## src/rtl/rv32_types.sv

```systemverilog
// ----------------------------------------------------------------------------
// rv32_types
//   Types and constants shared by the fetch stage and its response buffer.
//   rv32_word           : 32-bit architectural word / address
//   fetch_buffer_data_t : {pc, instr} handed from fetch to decode
//   fetch_fifo_entry_t  : {pc, instr} held in the fetch response buffer
//   RV_NOP              : canonical RV32I NOP (addi x0, x0, 0)
//   IMEM_WORD_BYTES     : byte stride between consecutive instruction words
// ----------------------------------------------------------------------------
package rv32_types;

    typedef logic [31:0] rv32_word;

    localparam rv32_word RV_NOP          = 32'h0000_0013;
    localparam int       IMEM_WORD_BYTES = 4;

    typedef struct packed {
        rv32_word pc;
        rv32_word instr;
    } fetch_buffer_data_t;

    typedef struct packed {
        rv32_word pc;
        rv32_word instr;
    } fetch_fifo_entry_t;

    // Address of the next sequential instruction word; wraps mod 2^32.
    function automatic rv32_word next_word_addr(input rv32_word addr);
        return addr + rv32_word'(IMEM_WORD_BYTES);
    endfunction

endpackage

```

## src/rtl/rv32_fetch_fifo.sv

```systemverilog
// ----------------------------------------------------------------------------
// rv32_fetch_fifo
//   Circular buffer of fetch_fifo_entry_t holding instruction words returned
//   by memory until decode consumes them. Push and pop may occur together;
//   flush empties the buffer and wins over push/pop.
//   clk, reset  : clock, asynchronous active-high reset
//   flush       : discard all entries
//   push        : write push_data at the tail
//   pop         : drop the head entry
//   head        : current head entry (valid when !empty)
//   count       : number of stored entries
//   empty, full : occupancy flags
// ----------------------------------------------------------------------------
module rv32_fetch_fifo
    import rv32_types::*;
#(
    parameter int DEPTH = 2,
    parameter int CNT_W = $clog2(DEPTH + 1)
) (
    input  logic              clk,
    input  logic              reset,
    input  logic              flush,
    input  logic              push,
    input  fetch_fifo_entry_t push_data,
    input  logic              pop,
    output fetch_fifo_entry_t head,
    output logic [CNT_W-1:0]  count,
    output logic              empty,
    output logic              full
);

    localparam int PTR_W = (DEPTH > 1) ? $clog2(DEPTH) : 1;

    fetch_fifo_entry_t mem_q [DEPTH];
    fetch_fifo_entry_t mem_d [DEPTH];
    logic [PTR_W-1:0]  rd_ptr_q, rd_ptr_d;
    logic [PTR_W-1:0]  wr_ptr_q, wr_ptr_d;
    logic [CNT_W-1:0]  count_q, count_d;

    function automatic logic [PTR_W-1:0] ptr_inc(input logic [PTR_W-1:0] p);
        return (p == PTR_W'(DEPTH - 1)) ? '0 : p + PTR_W'(1);
    endfunction

    assign head  = mem_q[rd_ptr_q];
    assign count = count_q;
    assign empty = (count_q == '0);
    assign full  = (count_q == CNT_W'(DEPTH));

    always_comb begin
        mem_d    = mem_q;
        rd_ptr_d = rd_ptr_q;
        wr_ptr_d = wr_ptr_q;
        count_d  = count_q;
        if (flush) begin
            rd_ptr_d = '0;
            wr_ptr_d = '0;
            count_d  = '0;
        end else begin
            if (push) begin
                mem_d[wr_ptr_q] = push_data;
                wr_ptr_d        = ptr_inc(wr_ptr_q);
            end
            if (pop) begin
                rd_ptr_d = ptr_inc(rd_ptr_q);
            end
            count_d = count_q + CNT_W'(push) - CNT_W'(pop);
        end
    end

    always_ff @(posedge clk or posedge reset) begin
        if (reset) begin
            for (int i = 0; i < DEPTH; i++) begin
                mem_q[i] <= '0;
            end
            rd_ptr_q <= '0;
            wr_ptr_q <= '0;
            count_q  <= '0;
        end else begin
            mem_q    <= mem_d;
            rd_ptr_q <= rd_ptr_d;
            wr_ptr_q <= wr_ptr_d;
            count_q  <= count_d;
        end
    end

endmodule

```

## src/rtl/rv32_fetch_stage.sv

```systemverilog
// ----------------------------------------------------------------------------
// rv32_fetch_stage
//   Producer side of fetch->decode. Issues sequential in-order requests to
//   instruction memory, buffers returned words, and presents one
//   {pc, instr} per cycle to decode, or a NOP bubble when nothing is ready.
//   clk, reset        : clock, asynchronous active-high reset
//   stall             : decode stall, holds the output register
//   redirect          : taken branch/jump; flush and refetch from redirect_pc
//   redirect_pc       : new word-aligned fetch address
//   imem_req_valid    : request valid (out), imem_req_ready: accepted (in)
//   imem_addr         : request address
//   imem_rsp_valid    : in-order response, one word, no backpressure
//   imem_rsp_data     : returned instruction word
//   instr_data        : {pc, instr} to decode
//   set_nop           : 1 = instr_data is a bubble
//   set_nop_pc        : PC tagged on the bubble
// ----------------------------------------------------------------------------
module rv32_fetch_stage
    import rv32_types::*;
#(
    parameter logic [31:0] RESET_PC        = 32'h0000_0000,
    parameter int          MAX_OUTSTANDING = 2,
    parameter int          FIFO_DEPTH      = 2
) (
    input  logic               clk,
    input  logic               reset,
    input  logic               stall,
    input  logic               redirect,
    input  logic [31:0]        redirect_pc,
    output logic               imem_req_valid,
    input  logic               imem_req_ready,
    output logic [31:0]        imem_addr,
    input  logic               imem_rsp_valid,
    input  logic [31:0]        imem_rsp_data,
    output fetch_buffer_data_t instr_data,
    output logic               set_nop,
    output logic [31:0]        set_nop_pc
);

    localparam int OUT_W  = $clog2(MAX_OUTSTANDING + 1);
    localparam int FCNT_W = $clog2(FIFO_DEPTH + 1);
    localparam int SUM_W  = ((OUT_W > FCNT_W) ? OUT_W : FCNT_W) + 1;

    rv32_word           req_pc_q, req_pc_d;
    rv32_word           rsp_pc_q, rsp_pc_d;
    logic [OUT_W-1:0]   outstanding_q, outstanding_d;
    logic [OUT_W-1:0]   drop_q, drop_d;
    fetch_buffer_data_t out_data_q, out_data_d;
    logic               set_nop_q, set_nop_d;
    rv32_word           set_nop_pc_q, set_nop_pc_d;

    logic               fifo_push, fifo_pop, fifo_flush;
    fetch_fifo_entry_t  fifo_push_data, fifo_head;
    logic [FCNT_W-1:0]  fifo_count;
    logic               fifo_empty, fifo_full;
    logic               out_ok, credit_ok, req_fire;

    rv32_fetch_fifo #(
        .DEPTH (FIFO_DEPTH),
        .CNT_W (FCNT_W)
    ) u_fifo (
        .clk       (clk),
        .reset     (reset),
        .flush     (fifo_flush),
        .push      (fifo_push),
        .push_data (fifo_push_data),
        .pop       (fifo_pop),
        .head      (fifo_head),
        .count     (fifo_count),
        .empty     (fifo_empty),
        .full      (fifo_full)
    );

    // Credit: every in-flight request must already own a buffer slot, so a
    // response can always be absorbed even while decode is stalled.
    assign out_ok         = (outstanding_q < OUT_W'(MAX_OUTSTANDING));
    assign credit_ok      = ((SUM_W'(outstanding_q) + SUM_W'(fifo_count)) < SUM_W'(FIFO_DEPTH));
    assign imem_req_valid = !reset && !redirect && out_ok && credit_ok;
    assign imem_addr      = req_pc_q;
    assign req_fire       = imem_req_valid && imem_req_ready;

    assign instr_data = out_data_q;
    assign set_nop    = set_nop_q;
    assign set_nop_pc = set_nop_pc_q;

    always_comb begin
        req_pc_d       = req_pc_q;
        rsp_pc_d       = rsp_pc_q;
        outstanding_d  = outstanding_q + OUT_W'(req_fire) - OUT_W'(imem_rsp_valid);
        drop_d         = drop_q;
        fifo_push      = 1'b0;
        fifo_pop       = 1'b0;
        fifo_flush     = 1'b0;
        fifo_push_data = '{pc: rsp_pc_q, instr: imem_rsp_data};
        out_data_d     = out_data_q;
        set_nop_d      = set_nop_q;
        set_nop_pc_d   = set_nop_pc_q;

        if (req_fire) begin
            req_pc_d = next_word_addr(req_pc_q);
        end

        if (redirect) begin
            req_pc_d     = redirect_pc;
            rsp_pc_d     = redirect_pc;
            fifo_flush   = 1'b1;
            // Everything still in flight belongs to the old path. outstanding
            // already counts words marked for dropping by an earlier redirect,
            // so the new drop total is simply what remains in flight after
            // this cycle's response (if any) is discarded.
            drop_d       = outstanding_q - OUT_W'(imem_rsp_valid);
            out_data_d   = '{pc: redirect_pc, instr: RV_NOP};
            set_nop_d    = 1'b1;
            set_nop_pc_d = redirect_pc;
        end else begin
            if (imem_rsp_valid) begin
                if (drop_q != '0) begin
                    drop_d = drop_q - OUT_W'(1);
                end else begin
                    fifo_push = 1'b1;
                    rsp_pc_d  = next_word_addr(rsp_pc_q);
                end
            end
            // The head is taken from registered FIFO state only, so a word
            // pushed this cycle reaches decode one cycle later.
            if (!stall) begin
                if (!fifo_empty) begin
                    fifo_pop         = 1'b1;
                    out_data_d.pc    = fifo_head.pc;
                    out_data_d.instr = fifo_head.instr;
                    set_nop_d        = 1'b0;
                    set_nop_pc_d     = fifo_head.pc;
                end else begin
                    out_data_d   = '{pc: rsp_pc_q, instr: RV_NOP};
                    set_nop_d    = 1'b1;
                    set_nop_pc_d = rsp_pc_q;
                end
            end
        end
    end

    always_ff @(posedge clk or posedge reset) begin
        if (reset) begin
            req_pc_q      <= RESET_PC;
            rsp_pc_q      <= RESET_PC;
            outstanding_q <= '0;
            drop_q        <= '0;
            out_data_q    <= '{pc: RESET_PC, instr: RV_NOP};
            set_nop_q     <= 1'b1;
            set_nop_pc_q  <= RESET_PC;
        end else begin
            req_pc_q      <= req_pc_d;
            rsp_pc_q      <= rsp_pc_d;
            outstanding_q <= outstanding_d;
            drop_q        <= drop_d;
            out_data_q    <= out_data_d;
            set_nop_q     <= set_nop_d;
            set_nop_pc_q  <= set_nop_pc_d;
        end
    end

    // Credit accounting must make overflow impossible; a push into a full
    // buffer without a matching pop would lose an instruction.
    assert property (@(posedge clk) disable iff (reset)
        !(fifo_push && fifo_full && !fifo_pop));

    assert property (@(posedge clk) disable iff (reset)
        (drop_q <= outstanding_q) && (outstanding_q <= OUT_W'(MAX_OUTSTANDING)));

endmodule

```

## config.mk

```make
export PLATFORM = sky130hd
export DESIGN_NAME = rv32_fetch_stage
export DESIGN_NICKNAME = d
export VERILOG_FILES = /design/src/rtl/rv32_types.sv /design/src/rtl/rv32_fetch_fifo.sv /design/src/rtl/rv32_fetch_stage.sv
export SDC_FILE = /design/constraint.sdc
export NUM_CORES = 1
export LEC_CHECK = 0
export CAP_MARGIN = 10
export CORE_ASPECT_RATIO = 2
export CORE_MARGIN = 2
export CORE_UTILIZATION = 50
export CTS_CLUSTER_DIAMETER = 40
export DETAILED_ROUTE_END_ITERATION = 8
export GPL_TIMING_DRIVEN = 0
export PLACE_DENSITY_LB_ADDON = 0.08
export SLEW_MARGIN = 40
export SYNTH_ARGS = -nofsm -noshare
export SYNTH_HDL_FRONTEND = slang
export SYNTH_SLANG_ARGS = --single-unit
```

## constraint.sdc

```tcl
create_clock -name clk -period 9.4 [get_ports clk]
set_input_delay 0.94 -clock clk [delete_from_list [all_inputs] [get_ports clk]]
set_output_delay 0.94 -clock clk [all_outputs]
set_load 0.01 [all_outputs]
```

==> results of run 1 <==
worst max-delay path by stage:
stage                  start          endpoint  slack, ns  depth (start not counted)
floorplan              reset         drop_q[0]       1.17                          1
global placement       reset  u_fifo.mem_q[73]      -2.18                          2
detailed placement  redirect    imem_req_valid       4.70                          6
CTS                 redirect    imem_req_valid       4.69                          6
global route        redirect    imem_req_valid       4.59                          6
finish              redirect    imem_req_valid       4.64                          6
layout by cell type (no fill, tap or decap), types with 20 or more instances in the layout:
cell / n
buf_4: 32
mux2_2: 128
a211oi_1: 47
clkbuf_1: 65
nor3_1: 38
nand3_1: 20
a21oi_1: 50
and4_1: 21
o31ai_1: 21
o21ai_0: 45
dfrtp_1: 261
mux2i_1: 55
clkdlybuf4s50_1: 199
nor2_1: 53
clkbuf_16: 26
nand2_1: 69
synth_stat cells, types with 16 or more instances:
cell type,n
nand3_1,20
a211oi_1,47
nor2_1,53
inv_1,20
o21ai_0,45
and4_1,21
clkbuf_1,64
a31oi_1,19
xnor2_1,16
mux2i_1,55
mux2_2,128
dfrtp_1,261
nand4_1,19
nor3_1,38
buf_4,32
nor2b_1,17
nand2_1,69
a21oi_1,50
o31ai_1,21
per-stage QoR:
| stage | cell area [sq um] | instances |
|---|---|---|
| floorplan | 12800 | 1150 |
| global placement | 15200 | 1685 |
| detailed placement | 15300 | 1688 |
| CTS | 16200 | 1734 |
| global route | 16200 | 1734 |
| finish | 16200 | 1734 |
power groups by stage:
stage                     logic [mW]  registers, mW  clock network [mW]
after floorplan                0.758           1.69                   0
after detailed placement        1.15           1.73                   0
final                           1.15           1.71                1.11
after global placement          1.12           1.71                   0
after global routing            1.25           1.75                1.16
after CTS                       1.16           1.71                1.12
sequential cells by signal (all words and copies together) (netlist names):
register         cells
u_fifo.wr_ptr_q      1
u_fifo.rd_ptr_q      1
instr_data          64
set_nop              1
u_fifo.count         2
outstanding_q        2
drop_q               2
u_fifo.mem_q       128
imem_addr           32
rsp_pc_q            32
routing by layer:
metal	wire length [um]	part of all wire (%)	up-vias
met3	1780	4.7	120
met5	0	0	-
li1	-	-	4601
met1	12900	34	5057
met4	2550	6.8	0
met2	20400	54	345
layout make-up:
type | instances | area, sq um
Multi-Input combinational cell | 751 | 5480
Tap cell | 336 | 420
Inverter | 20 | 82.6
Timing Repair Buffer | 202 | 2070
Clock buffer | 34 | 741
Sequential cell | 265 | 6640
Buffer | 114 | 576
Fill cell | 2156 | 8860
Clock inverter | 12 | 168
critical path, cell delays in order:
cell,delay [ns]
clkdlybuf4s50_1,0.49
clkbuf_1,0.54
buf_1,0.57
clkbuf_1,0.56
nor2_1,0.19
clkdlybuf4s50_1,0.52
kinds of logic after synthesis:
family                     Yosys count  share of synthesized area (%)
DFF                                265                           52.0
xor gates and xnor gates            25                           1.72
adders and majority gates            9                          0.941
buffers and inverters              134                           5.09
muxes                              183                           15.6
AOI/OAI and AO/OA                  227                           11.5
and+or+nand+nor                    307                           13.2
==> results.py, run 1 <==
metrics = {
    "timing": {
        "postLayoutSetupSlackWorst_ns": 4.64,
        "max-slew-margin-rel_pct": 44.9,
        "final.hold.worst_slack_ns": 0.481,
        "rsz0062_at_grt": "no",
        "setup_viol": 0,
        "fin_setup_tns_ns": 0,
        "upper_clock_frequency_limit_mhz": 210,
        "final_period_minus_worst_setup_slack_ns": 4.76,
        "final.setup_skew_ns": 0.0152,
        "final_hold_viol_count": 0,
        "report.final.slew_viol_count": 0,
        "finalCritPeriodShare_pct": 50.7,
        "worst-slew-pin-transition_ns": 0.827,
    },
    "die": {
        "die_outline_area_sq_um": 26900,
        "rows": 82,
        "die_height_um": 230,
        "floorplan.initialDensity_pct": 51.0,
        "number_of_primary_i_o_pins": 200,
        "die_w_um": 117,
        "core_area_sq_um": 25000,
    },
    "critical_path": {
        "r2r_cells": 9,
        "critPathMaxFanout": 10,
        "reg2reg_setup_slack_ns": 5.82,
        "cp.arrival_ns": 3.82,
        "critPathCaptureType": "output port",
        "r2r-start": "u_fifo.count[0]",
        "critPathLaunchType": "input pin",
        "worst-endpoint-required_ns": 8.46,
        "crit_type": "input pin to output port",
        "r2r_end": "imem_addr[18]",
    },
    "drt": {
        "drt_first_iter_violations": 628,
        "avgRoutedWirePerCell_um": 21.7,
        "totalWireLength_mm": 37.6,
        "number_of_nets_with_antenna_violations_after_routing": 0,
        "detailroute.via_count": 10100,
        "drt_first_pass_iters": 5,
        "post-route-drc-count": 0,
        "drt-vias-per-instance": 5.84,
    },
    "clock_tree": {
        "h-tree-depth": 1,
        "numClockSinks": 265,
        "cts-root-to-sink-buffers": 3,
        "cts-buffers-inserted": 26,
        "cts_root_buffer": "clkbuf_16",
        "ctsResizeCount": 0,
        "cts_post_setup_buffers_inserted": 0,
        "cts_hold_repair.buffers": 0,
        "clk_transition_reported_paths_ns": 0.06,
        "cts_tree": "built",
        "clk_latency_ns": 0.55,
    },
    "power_and_ir_drop": {
        "net-switching-power_mw": 1.22,
        "share_comb_of_total_power_pct": 28.9,
        "totalPowerFinal_mw": 3.97,
        "p_seq_share_pct": 43.1,
        "power_leakage_nw": 6.60,
        "power-per-cell-area_nw_per_um2": 245,
        "vdd_drop_max_v": 0.000178,
        "power_frac_clock_pct": 28.0,
        "internal_power_mw": 2.75,
        "power.switching_fraction_pct": 30.7,
    },
    "global_routing": {
        "grt_use_met2_pct": 51.4,
        "grt_pass1_wl_mm": 58.1,
        "gr-total-overflow": 0,
        "top_usage_layer": "met2",
        "via_count_of_the_first_global_routing_pass": 10500,
        "global_route.usage.met1_pct": 30.4,
        "grt_util_met3_pct": 3.69,
        "gr-usage-all-layers_pct": 28.4,
        "grt_start_max_net_pins": 75,
        "initial_antenna_violation_count": 0,
    },
    "placement": {
        "place.port_buffers": 199,
        "place.gp.congestion": 0.927,
        "detailed_place_hpwl_mm": 28.0,
        "pre_cts_ws_ns": 4.70,
    },
    "synthesis": {
        "synth.area.top_cells": "dfrtp_1, mux2_2, mux2i_1",
        "yosysTopAreaCellShare_pct": 51.2,
        "yosysUniqueCellTypes": 52,
        "synth_warnings": 0,
        "netlist_area_sq_um": 12800,
        "seq_area_frac_synth_pct": 52.0,
        "netlist.top_cell.by_area": "dfrtp_1",
        "postSynthCellCount": 1150,
        "post_synth.cell_area_avg_sq_um": 11.1,
        "syn-num-nets": 1229,
        "yosys_register_bits": 265,
        "synth-main-ff-cell": "dfrtp_1",
        "synth_enable_flop_cells": 0,
        "async_flop_share_pct": 100,
    },
    "hold_path": {
        "timing.hold.worst.class": "flop to flop",
        "worstHoldStart": "instr_data[28]",
        "holdPathEnd": "instr_data[28]",
        "whs_path_depth": 2,
    },
    "layout": {
        "area_delta_synth_final_pct": 26.7,
        "nNetsFinal": 1459,
        "postLayoutCoreUtil_pct": 64.6,
        "final_layout_size_suffix_gt1_share_pct": 16.8,
        "insertedDiodeCount": 0,
    },
    "job": {
        "total_of_max_cap_violations": 0,
    },
    "status": {
        "outcome": "complete, no violations",
    },
}
Power figures use the tool's default switching activity.
==> run 2, diff against run 1 <==
==> constraint.sdc (replaced) <==
create_clock -name clk -period 4.8 [get_ports clk]
set_input_delay 0.48 -clock clk [delete_from_list [all_inputs] [get_ports clk]]
set_output_delay 0.48 -clock clk [all_outputs]
set_load 0.01 [all_outputs]
==> results.py, run 2 (same netlist as run 1, synthesis figures left out) <==
metrics = {
    "status": {
        "outcome": "complete, no violations",
    },
    "timing": {
        "worst-slew-pin-transition_ns": 0.827,
        "rsz0062_at_grt": "no",
        "final_hold_viol_count": 0,
        "upper_clock_frequency_limit_mhz": 233,
        "final.setup_skew_ns": 0.0165,
        "max-slew-margin-rel_pct": 44.9,
        "postLayoutSetupSlackWorst_ns": 0.509,
        "final_period_minus_worst_setup_slack_ns": 4.29,
        "report.final.slew_viol_count": 0,
        "setup_viol": 0,
        "finalCritPeriodShare_pct": 89.4,
    },
    "layout": {
        "final_layout_size_suffix_gt1_share_pct": 18.1,
        "area_delta_synth_final_pct": 29.4,
        "insertedDiodeCount": 0,
        "layout_common_cells": "dfrtp_1, clkdlybuf4s50_1, mux2_2",
        "nNetsFinal": 1472,
        "regArea_sq_um": 6640,
        "largest_reg_flops": 128,
        "num-fill-cells": 2096,
        "largest_register": "u_fifo.mem_q",
        "layout.cells.most_common": "dfrtp_1",
        "multiInputGateArea_sq_um": 5480,
    },
    "clock_tree": {
        "cts-root-to-sink-buffers": 3,
        "cts_post_setup_buffers_inserted": 0,
        "cts-buffers-inserted": 29,
        "clk_latency_ns": 0.56,
        "h-tree-depth": 1,
        "ctsResizeCount": 0,
        "cts_root_buffer": "clkbuf_16",
        "clk_transition_reported_paths_ns": 0.07,
        "cts_tree": "built",
        "cts_hold_repair.buffers": 0,
        "numClockSinks": 265,
    },
    "drt": {
        "detailroute.wirelength.met3_mm": 2.28,
        "post-route-drc-count": 0,
        "drt-vias-per-instance": 5.87,
        "highest_layer": "met4",
        "totalWireLength_mm": 37.8,
        "detailroute.via_count": 10300,
        "drt_first_pass_iters": 5,
        "wl_met2_mm": 20.3,
        "number_of_nets_with_antenna_violations_after_routing": 0,
        "drt_first_iter_violations": 474,
        "wirelength_met1_mm": 12.3,
        "avgRoutedWirePerCell_um": 21.6,
    },
    "power_and_ir_drop": {
        "vdd_drop_max_v": 0.000441,
        "power_leakage_nw": 6.75,
        "power-per-cell-area_nw_per_um2": 481,
        "totalPowerFinal_mw": 7.94,
    },
    "die": {
        "floorplan.initialDensity_pct": 51.0,
        "core_area_sq_um": 25000,
        "die_height_um": 230,
        "die_outline_area_sq_um": 26900,
        "die_w_um": 117,
        "number_of_primary_i_o_pins": 200,
        "rows": 82,
    },
    "critical_path": {
        "worst-endpoint-required_ns": 4.32,
        "critPathLaunchType": "flop",
        "cp.arrival_ns": 3.81,
        "crit_type": "flop to output port",
        "critPathCaptureType": "output port",
        "critPathMaxFanout": 10,
    },
    "global_routing": {
        "grt_start_max_net_pins": 28,
        "grt_pass1_wl_mm": 58.4,
        "via_count_of_the_first_global_routing_pass": 10500,
        "initial_antenna_violation_count": 0,
        "gr-usage-all-layers_pct": 28.7,
        "gr-total-overflow": 0,
    },
    "hold_path": {
        "timing.hold.worst.class": "input pin to async pin",
    },
    "job": {
        "total_of_max_cap_violations": 0,
    },
    "placement": {
        "detailed_place_hpwl_mm": 28.4,
        "pre_cts_ws_ns": 1.08,
        "place.port_buffers": 199,
        "place.gp.congestion": 0.889,
    },
}
run 2: cell count changes in the layout (fill, tap and decap cells not counted), moves of 3 or more:
cell and change:
buf_12 +4, buf_16 +6, clkbuf_16 +3, clkbuf_8 -6
clkinvlp_4 +4, inv_6 +4
run 2: per-layer routing:
layer / global-route usage [%] / up-vias
met2: 51.3 / 390
li1: - / 4634
met4: 19.2 / 0
met5: 0 / -
met1: 29.3 / 5116
met3: 5.25 / 136
run 2: final timing paths:
kind,start,end,slack (ns),cells past startpoint
max,u_fifo.count[0],imem_req_valid,0.51,8
max reg2reg,u_fifo.count[0],imem_addr[18],1.15,9
min reg2reg,instr_data[9],instr_data[9],0.48,2
max in group asynchronous,reset,instr_data[4],2.81,9
min,reset,imem_addr[22],0.41,2
min in group clk,instr_data[9],instr_data[9],0.48,2
run 2: where the power goes:
group	internal, mW	switching (mW)
Combinational	1.24	1.04
Clock	1.31	1.01
Sequential	2.92	0.434
run 2: cell type report:
| type | instances | share of cell area, % |
|---|---|---|
| repair buffers | 212 | 14.0 |
| inverters | 20 | 0.477 |
| plain buffers | 114 | 3.49 |
| multi-input cells | 751 | 33.2 |
| clock buffers | 29 | 4.39 |
| flip-flops and latches | 265 | 40.2 |
| clock inverters | 24 | 1.67 |
| well taps | 336 | 2.55 |
run 2: stage by stage:
step                instance area, sq um  cells  util (%)  setup TNS [ns]  hold WS (ns)
floorplan                          12800   1150         -               0         0.473
global placement                   15200   1685      60.6         -299.01         0.461
detailed placement                 15500   1698      61.9               0         0.470
CTS                                16500   1751      65.9               0         0.355
global route                       16500   1751      66.0               0         0.394
finish                             16500   1751      66.0               0         0.414
run 2: critical path, stage by stage, from the launching register on:
cell and delay [ns]:
dfrtp_1 0.45, clkbuf_1 0.46, inv_1 0.23, nor2_1 0.19
fa_1 0.47, or4_4 0.54, buf_6 0.17, nor2_1 0.17
clkdlybuf4s50_1 0.58
==> run 3, diff against run 2 <==
--- a/config.mk
+++ b/config.mk
@@ -8,7 +8,7 @@
 export CAP_MARGIN = 10
 export CORE_ASPECT_RATIO = 2
 export CORE_MARGIN = 2
-export CORE_UTILIZATION = 50
+export CORE_UTILIZATION = 49
 export CTS_CLUSTER_DIAMETER = 40
 export DETAILED_ROUTE_END_ITERATION = 8
 export GPL_TIMING_DRIVEN = 0
==> constraint.sdc (replaced) <==
create_clock -name clk -period 3.8 [get_ports clk]
set_input_delay 0.38 -clock clk [delete_from_list [all_inputs] [get_ports clk]]
set_output_delay 0.38 -clock clk [all_outputs]
set_load 0.01 [all_outputs]
==> results.py, run 3 (same netlist as run 1, synthesis figures left out) <==
metrics = {
    "timing": {
        "final_hold_viol_count": 0,
        "setup_viol": 0,
        "worst-slew-pin-transition_ns": 0.820,
        "upper_clock_frequency_limit_mhz": 278,
        "max-slew-margin-rel_pct": 45.3,
        "rsz0062_at_grt": "no",
        "finalCritPeriodShare_pct": 94.6,
        "final.hold.worst_slack_ns": 0.347,
        "final_period_minus_worst_setup_slack_ns": 3.59,
        "final.setup_skew_ns": 0.00970,
        "report.final.slew_viol_count": 0,
    },
    "critical_path": {
        "cp-endpoint": "imem_req_valid",
        "critPathLaunchType": "input pin",
        "r2r_end": "imem_addr[27]",
        "worst-endpoint-required_ns": 3.42,
        "cp.arrival_ns": 3.21,
        "critPathCaptureType": "output port",
        "worstSetupStartpoint": "redirect",
        "reg2reg_setup_slack_ns": 0.83,
        "critPathMaxFanout": 10,
        "r2r-start": "u_fifo.count[0]",
        "crit_type": "input pin to output port",
        "r2r_cells": 9,
    },
    "drt": {
        "drt_first_iter_violations": 726,
        "number_of_nets_with_antenna_violations_after_routing": 0,
        "drt-vias-per-instance": 5.81,
        "drt_first_pass_iters": 5,
        "post-route-drc-count": 0,
        "detailroute.via_count": 10200,
        "avgRoutedWirePerCell_um": 21.7,
        "totalWireLength_mm": 38.0,
    },
    "clock_tree": {
        "cts_tree": "built",
        "clk_latency_ns": 0.54,
        "cts-buffers-inserted": 26,
        "cts_hold_repair.buffers": 0,
        "numClockSinks": 265,
        "cts-root-to-sink-buffers": 3,
        "clk_transition_reported_paths_ns": 0.06,
        "h-tree-depth": 1,
        "cts_root_buffer": "clkbuf_16",
    },
    "global_routing": {
        "gr-total-overflow": 0,
        "gr-usage-all-layers_pct": 27.9,
        "grt_start_max_net_pins": 26,
        "grt_pass1_wl_mm": 59.3,
        "initial_antenna_violation_count": 0,
        "via_count_of_the_first_global_routing_pass": 10600,
    },
    "layout": {
        "nNetsFinal": 1471,
        "area_delta_synth_final_pct": 28.7,
        "final_layout_size_suffix_gt1_share_pct": 17.5,
        "post_layout_nonfiller_instances": 1750,
        "largest_register": "u_fifo.mem_q",
        "multiInputGateArea_sq_um": 5480,
        "largest_reg_flops": 128,
        "layout_common_cells": "dfrtp_1, clkdlybuf4s50_1, mux2_2",
        "num-fill-cells": 2175,
        "insertedDiodeCount": 0,
        "layout.cells.most_common": "dfrtp_1",
        "regArea_sq_um": 6640,
    },
    "status": {
        "outcome": "complete, no violations",
    },
    "placement": {
        "place_inst": 1702,
        "detailed_place_hpwl_mm": 28.6,
        "place.port_buffers": 199,
        "place.gp.congestion": 0.907,
    },
    "die": {
        "core_area_sq_um": 25700,
        "die_height_um": 232,
        "die_w_um": 118,
        "rows": 83,
        "die_outline_area_sq_um": 27400,
        "floorplan.initialDensity_pct": 49.7,
        "number_of_primary_i_o_pins": 200,
    },
    "power_and_ir_drop": {
        "vdd_drop_max_v": 0.000480,
        "power_leakage_nw": 6.71,
        "power-per-cell-area_nw_per_um2": 597,
    },
    "hold_path": {
        "timing.hold.worst.class": "input pin to async pin",
    },
    "job": {
        "total_of_max_cap_violations": 0,
    },
}
[run 3: cell types whose count changed in the layout (fill, tap and decap cells not counted), moves of 2 or more]
cell | before | now
clkinv_8 | 2 | 0
clkbuf_8 | 0 | 3
clkbuf_16 | 29 | 27
clkinvlp_4 | 5 | 3
clkbuf_1 | 63 | 67
inv_6 | 6 | 0
clkinv_4 | 5 | 2
buf_4 | 32 | 35
[run 3: worst min-delay path by stage]
stage,startpoint,endpoint,depth (start not counted)
2_1_floorplan,u_fifo.mem_q[127],u_fifo.mem_q[127],1
3_3_place_gp,instr_data[29],instr_data[29],2
3_5_place_dp,instr_data[8],instr_data[8],2
4_1_cts,reset,imem_addr[23],2
5_1_grt,reset,imem_addr[23],2
6_report,reset,imem_addr[23],2
[run 3: stage by stage]
stage,instance area (sq um),setup TNS [ns],utilization (%),worst slack [ns],power [mW]
detailed placement,15500,0,60.5,0.208,7.16
floorplan,12800,-19.38,-,-0.0742,6.05
CTS,16400,0,63.9,0.0656,9.84
global route,16400,0,64.0,0.146,10.3
global placement,15200,-552.09,59.2,-2.14,7.00
finish,16400,0,64.0,0.206,9.80
[run 3: worst max-delay path: stages]
cell,delay (ns)
clkdlybuf4s50_1,0.48
clkbuf_1,0.52
buf_1,0.54
clkbuf_1,0.58
nor2_1,0.18
clkdlybuf4s50_1,0.52
[run 3: per-layer routing]
metal  GRT usage, %  wire [um]
met1           29.3      13300
met2           52.3      20600
met3           3.78       1770
met4           16.6       2380
met5              0          0
[run 3: layout make-up]
type / count / area share [%]
Multi-Input combinational cell: 751 / 33.4
Tap cell: 340 / 2.59
Inverter: 20 / 0.480
Clock inverter: 11 / 0.868
Clock buffer: 35 / 4.48
Timing Repair Buffer: 215 / 14.3
Sequential cell: 265 / 40.4
Buffer: 113 / 3.49
[run 3: power breakdown]
part | switching (mW) | total, mW | internal [mW]
combinational | 1.32 | 2.89 | 1.57
clock | 1.12 | 2.68 | 1.56
sequential | 0.550 | 4.24 | 3.69
total | 2.98 | 9.80 | 6.82
[run 3: repair_timing]
item	CTS	global route
setup endpoints to repair	1	1
pin swaps	0	0
gates resized for setup	1	0
cloned	0	0
setup buffers	0	3
==> patch 1 (settings of run 1) <==
Change the parameter `MAX_OUTSTANDING` from 2 to 4.
--- a/src/rtl/rv32_fetch_stage.sv
+++ b/src/rtl/rv32_fetch_stage.sv
@@ -20,5 +20,5 @@
 #(
     parameter logic [31:0] RESET_PC        = 32'h0000_0000,
-    parameter int          MAX_OUTSTANDING = 2,
+    parameter int          MAX_OUTSTANDING = 4,
     parameter int          FIFO_DEPTH      = 2
 ) (
Function: changed (Yosys sat finds a counterexample within 4 cycles, from zero or initial values and one cycle with reset high).
==> patch 1 against run 1 <==
  * Routed wire length shrank 5.3%
  * Clock power grew 6%
  * Setup slack gained 760 ps
  * Synthesized area decreased by 1.4%
  * Total power fell by 3.2%
  * Sequential share of layout area increased by 0.53 points
  * Non-clock buffer count is 15 lower
  * Final area fell by 0.53%
  * Sequential cell count rose by 2
  * Largest cell class unchanged
  * Highest routed layer unchanged
==> patch 1: results (changes against run 1) <==
nets: 1,431 (-1.9%)
Post-CTS Setup Repair Bufs: 0 (unchanged)
CTS H-Tree Depth: 1 (unchanged)
CTS clk-pin slew, worst paths: 60 ps (about the same)
Via density: 5.50 (-5.8%)
root buffer selected by CTS: sky130_fd_sc_hd__clkbuf_16
dominant synthesized flop cell: sky130_fd_sc_hd__dfrtp_1
source-to-sink clock delay at the later pin of the worst-skew pair: 560 ps
gr usage total: 0.278 (-0.00587)
antenna violations before repair: 0 (unchanged)
worst voltage drop across the vdd grid: 0.192 mV (+7.9%)
fraction of synthesis flops using an asynchronous set or reset pin: 1.00 (unchanged)
max reg flops: 128 (unchanged)
Buffers on Ports: 199 (unchanged)
first-pass GRT wire length: 56.1 mm (-3.4%)
Max Clock Skew: 14.0 ps (-1.20 ps)
synth cell count leaders: 263 x sky130_fd_sc_hd__dfrtp_1, 123 x sky130_fd_sc_hd__mux2_2, 76 x sky130_fd_sc_hd__mux2i_1, 68 x sky130_fd_sc_hd__nand2_1, 66 x sky130_fd_sc_hd__nor2_1
worst slew slack as a fraction of its limit: 0.418 (-0.0310)
top fanout value on the critical path: 8 (-2)
Yosys warning total: 0 (unchanged)
final routed wire length divided by cell count: 20.9 um (-3.8%)
vias in the first global route: 9,939 (-5.0%)
sequential area share after synthesis: 0.531 (+0.0114)
fill count: 2,085 (-3.3%)
Clock Tree Buf Depth: 3 (unchanged)
run status: complete, no violations
# resized after CTS: 0 (unchanged)
pin count of the biggest net entering global routing: 81 (+8.0%)
Worst EP arrival: 3060 ps (-760 ps)
Hold Buf Count CTS: 0 (unchanged)
number of DRC markers after the initial detailed-route iteration: 524 (-17%)
half-perimeter wire length after placement: 26.8 mm (-4.3%)
layout cell share with drive strength beyond 1: 0.166 (-0.00180)
largest reg by FF count: u_fifo.mem_q
Worst Reg2Reg Path Length in Cells: 14 (+5)
distinct cell type count of the synthesized netlist: 49 (-5.8%)
Routability Congestion: 0.854 (-7.8%)
Net Count, Synth: 1,198 (-2.5%)
number of diodes: 0 (unchanged)
total iterations of the first detailed-routing run: 5 (unchanged)
leakage: 6.71 nW (+1.7%)
Hold Crit Depth: 2 (unchanged)
cell types occupying the most area after synthesis: sky130_fd_sc_hd__dfrtp_1 52%, sky130_fd_sc_hd__mux2_2 11%, sky130_fd_sc_hd__mux2i_1 6.0%, sky130_fd_sc_hd__xnor2_1 3.3%, sky130_fd_sc_hd__a21oi_1 2.6%
number of buffers created by CTS: 29 (+12%)
worst hold path type: reg -> reg
-- patch 1: path summary, 6_finish.rpt --
check | from | endpoint | slack, ps
worst max-delay path | u_fifo.count[0]$_DFF_PP0_ | imem_req_valid | 5400
worst min-delay path | instr_data[28]$_DFFE_PP0P_ | instr_data[28]$_DFFE_PP0P_ | 480
worst max register to register | u_fifo.count[0]$_DFF_PP0_ | outstanding_q[2]$_DFF_PP0_ | 5740
worst min register to register | instr_data[28]$_DFFE_PP0P_ | instr_data[28]$_DFFE_PP0P_ | 480
max in group asynchronous | reset | set_nop$_DFFE_PP1P_ | 7720
min in group asynchronous | reset | outstanding_q[1]$_DFF_PP0_ | 890
-- patch 1: layer usage --
metal | global-route usage | share of wire | up-vias
met3 | 0.0385 | 0.045 | 86
li1 | - | - | 4354
met5 | 0 | 0 | -
met4 | 0.150 | 0.060 | 0
met2 | 0.522 | 0.56 | 271
met1 | 0.289 | 0.34 | 4677
-- patch 1: logic make-up after synthesis --
| group | synth area share |
|---|---|
| simple gates | 0.0987 |
| xor+xnor | 0.0390 |
| compound gates | 0.0980 |
| mux | 0.171 |
| fa+ha+maj | 0.0131 |
| buf+inv | 0.0491 |
| flops | 0.531 |
-- patch 1: area by class of cell --
| type | count | area [sq um] | share of cell area |
|---|---|---|---|
| clock buffers | 33 | 771 | 0.0479 |
| repair buffers | 202 | 2070 | 0.129 |
| well taps | 336 | 420 | 0.0261 |
| inverters | 32 | 128 | 0.00793 |
| clock inverters | 20 | 224 | 0.0139 |
| multi-input cells | 718 | 5280 | 0.328 |
| flip-flops and latches | 267 | 6690 | 0.416 |
| plain buffers | 99 | 499 | 0.0310 |
-- patch 1: where the power goes --
| group | total, mW | switching, mW | internal (mW) |
|---|---|---|---|
| sequential | 1.67 | 0.202 | 1.46 |
| clock | 1.18 | 0.500 | 0.682 |
| combinational | 0.993 | 0.449 | 0.544 |
-- patch 1: through the flow --
step,worst slack [ps],utilization,instance area [sq um],std cells
2_1_floorplan,1110,-,12600,1116
3_3_place_gp,-2310,0.601,15000,1651
3_5_place_dp,5280,0.605,15100,1654
4_1_cts,5390,0.645,16100,1707
5_1_grt,5330,0.645,16100,1707
6_report,5400,0.645,16100,1707
-- patch 1: critical path, cell delays in order, from the launching register on --
cell and delay (ps):
sky130_fd_sc_hd__dfrtp_1 390, sky130_fd_sc_hd__inv_1 160, sky130_fd_sc_hd__nor2_1 90, sky130_fd_sc_hd__fa_1 490, sky130_fd_sc_hd__nor4_4 600, sky130_fd_sc_hd__and2_1 240, sky130_fd_sc_hd__clkdlybuf4s50_1 540
==> patch 2 (settings of run 1) <==
Without the edit above. Make the reset (`reset`) synchronous in 2 clocked blocks. Comments in the files are not updated.
--- a/src/rtl/rv32_fetch_fifo.sv
+++ b/src/rtl/rv32_fetch_fifo.sv
@@ -68,5 +68,5 @@
     end
 
-    always_ff @(posedge clk or posedge reset) begin
+    always_ff @(posedge clk) begin
         if (reset) begin
             for (int i = 0; i < DEPTH; i++) begin
--- a/src/rtl/rv32_fetch_stage.sv
+++ b/src/rtl/rv32_fetch_stage.sv
@@ -140,5 +140,5 @@
     end
 
-    always_ff @(posedge clk or posedge reset) begin
+    always_ff @(posedge clk) begin
         if (reset) begin
             req_pc_q      <= RESET_PC;
Behaviour: not the same (a bounded check fails within 4 cycles, from zero or initial values and one cycle with reset high; the reset may be asserted at any time).
==> patch 2 against run 1 <==
  * Synthesized area shrank 3.5%
  * Maximum frequency rose by 21%
  * Via count grew 14%
  * Count of clock-buffer cells in the layout grew 1
  * Routed wire length rose by 4.4%
  * Critical endpoint unchanged
  * Final area down 3.6%
  * Sequential cell count rose by 32
  * Setup slack gained 840 ps
Power is not compared: it rests on default switching activity, and its combinational part moved more than twofold at a synthesized area within 25%.
==> patch 2: results (changes against run 1) <==
Via density: 5.68 (-2.8%)
Buffers on Ports: 197 (-1.0%)
start point of the critical path: reset
Worst EP arrival: 2990 ps (-830 ps)
Area after DPL: 14,700 sq um (-3.9%)
Placement Setup Slack: 5550 ps (+852 ps)
number of buffers created by CTS: 27 (+3.8%)
peak per-stage delay on the critical path: 630 ps (+60 ps)
GRT met2 Usage: 0.548 (+0.0337)
Max Clock Skew: 10.5 ps (-4.69 ps)
routed wl met2: 20.6 mm (+1.2%)
hold path startpoint: u_fifo.mem_q[37]$_SDFFE_PP0P_
cell types occupying the most area after synthesis: sky130_fd_sc_hd__dfxtp_1 48%, sky130_fd_sc_hd__nand2_1 11%, sky130_fd_sc_hd__a21oi_1 10%, sky130_fd_sc_hd__clkbuf_1 3.1%, sky130_fd_sc_hd__mux2i_1 3.1%
final routed wire length divided by cell count: 19.3 um (-11%)
pin count of the biggest net entering global routing: 17 (-77%)
synth cell count leaders: 364 x sky130_fd_sc_hd__nand2_1, 297 x sky130_fd_sc_hd__dfxtp_1, 250 x sky130_fd_sc_hd__a21oi_1, 102 x sky130_fd_sc_hd__clkbuf_1, 92 x sky130_fd_sc_hd__nor2_1
Placed Instances: 1,988 (+18%)
startpoint of the worst-slack reg-to-reg timing path: outstanding_q[0]$_SDFF_PP0_
slowest library cell on the worst path: sky130_fd_sc_hd__clkdlybuf4s50_1
overall routed net length: 39.3 mm (+4.4%)
met1 usage in global routing: 0.305 (+0.000671)
number of instances in the synthesized netlist: 1,501 (+31%)
worst slew slack as a fraction of its limit: 0.440 (-0.00860)
run status: complete, no violations
sequential area share after synthesis: 0.483 (-0.0374)
==> patch 2: cell types whose count changed in the layout (fill, tap and decap cells not counted), sizes merged, moves of 33 or more <==
cell           run 1  this run
mux2             128        29
dfrtp            261         0
a21oi             50       250
dfxtp              0       297
a22oi              0        33
nor2              53        93
nand2             69       364
clkbuf            99       137
buf               52        13
==> patch 2: kinds of logic (layout without fill, tap and decap cells) <==
logic type	Yosys count	after routing	synth area share
AND/OR/NAND/NOR	564	564	0.195
AO/OA/AOI/OAI	380	380	0.177
flip-flops	297	297	0.483
buffers and inverters	130	375	0.0401
multiplexers	67	67	0.0574
XOR/XNOR	54	54	0.0384
adder cells (fa/ha/maj)	9	9	0.00975
==> patch 2: critical path: cells and delay by family <==
family | cells | cell delay, ps
AND/OR/NAND/NOR | 2 | 590
buffers and inverters | 3 | 1450
==> patch 2: power by group <==
part | switching, mW | leakage, nW | internal [mW] | total, mW
Combinational | 0.197 | 2.33 | 0.151 | 0.349
Sequential | 0.0462 | 2.43 | 1.31 | 1.36
Clock | 0.511 | 0.446 | 0.655 | 1.17
==> patch 2: cell type report <==
type	count	area, sq um	share of cell area
multi-input combinational	1074	5900	0.378
timing repair buffer	197	1970	0.126
buffer	115	439	0.0282
clock buffer	35	756	0.0485
clock inverter	13	165	0.0106
sequential	297	5950	0.381
tap	290	363	0.0233
inverter	15	56.3	0.00361
==> patch 2: final timing paths <==
| kind | slack, ps | endpoint |
|---|---|---|
| min | 450 | u_fifo.mem_q[37]$_SDFFE_PP0P_ |
| min reg2reg | 450 | u_fifo.mem_q[37]$_SDFFE_PP0P_ |
| max | 5470 | imem_req_valid |
| max reg2reg | 6290 | outstanding_q[0]$_SDFF_PP0_ |
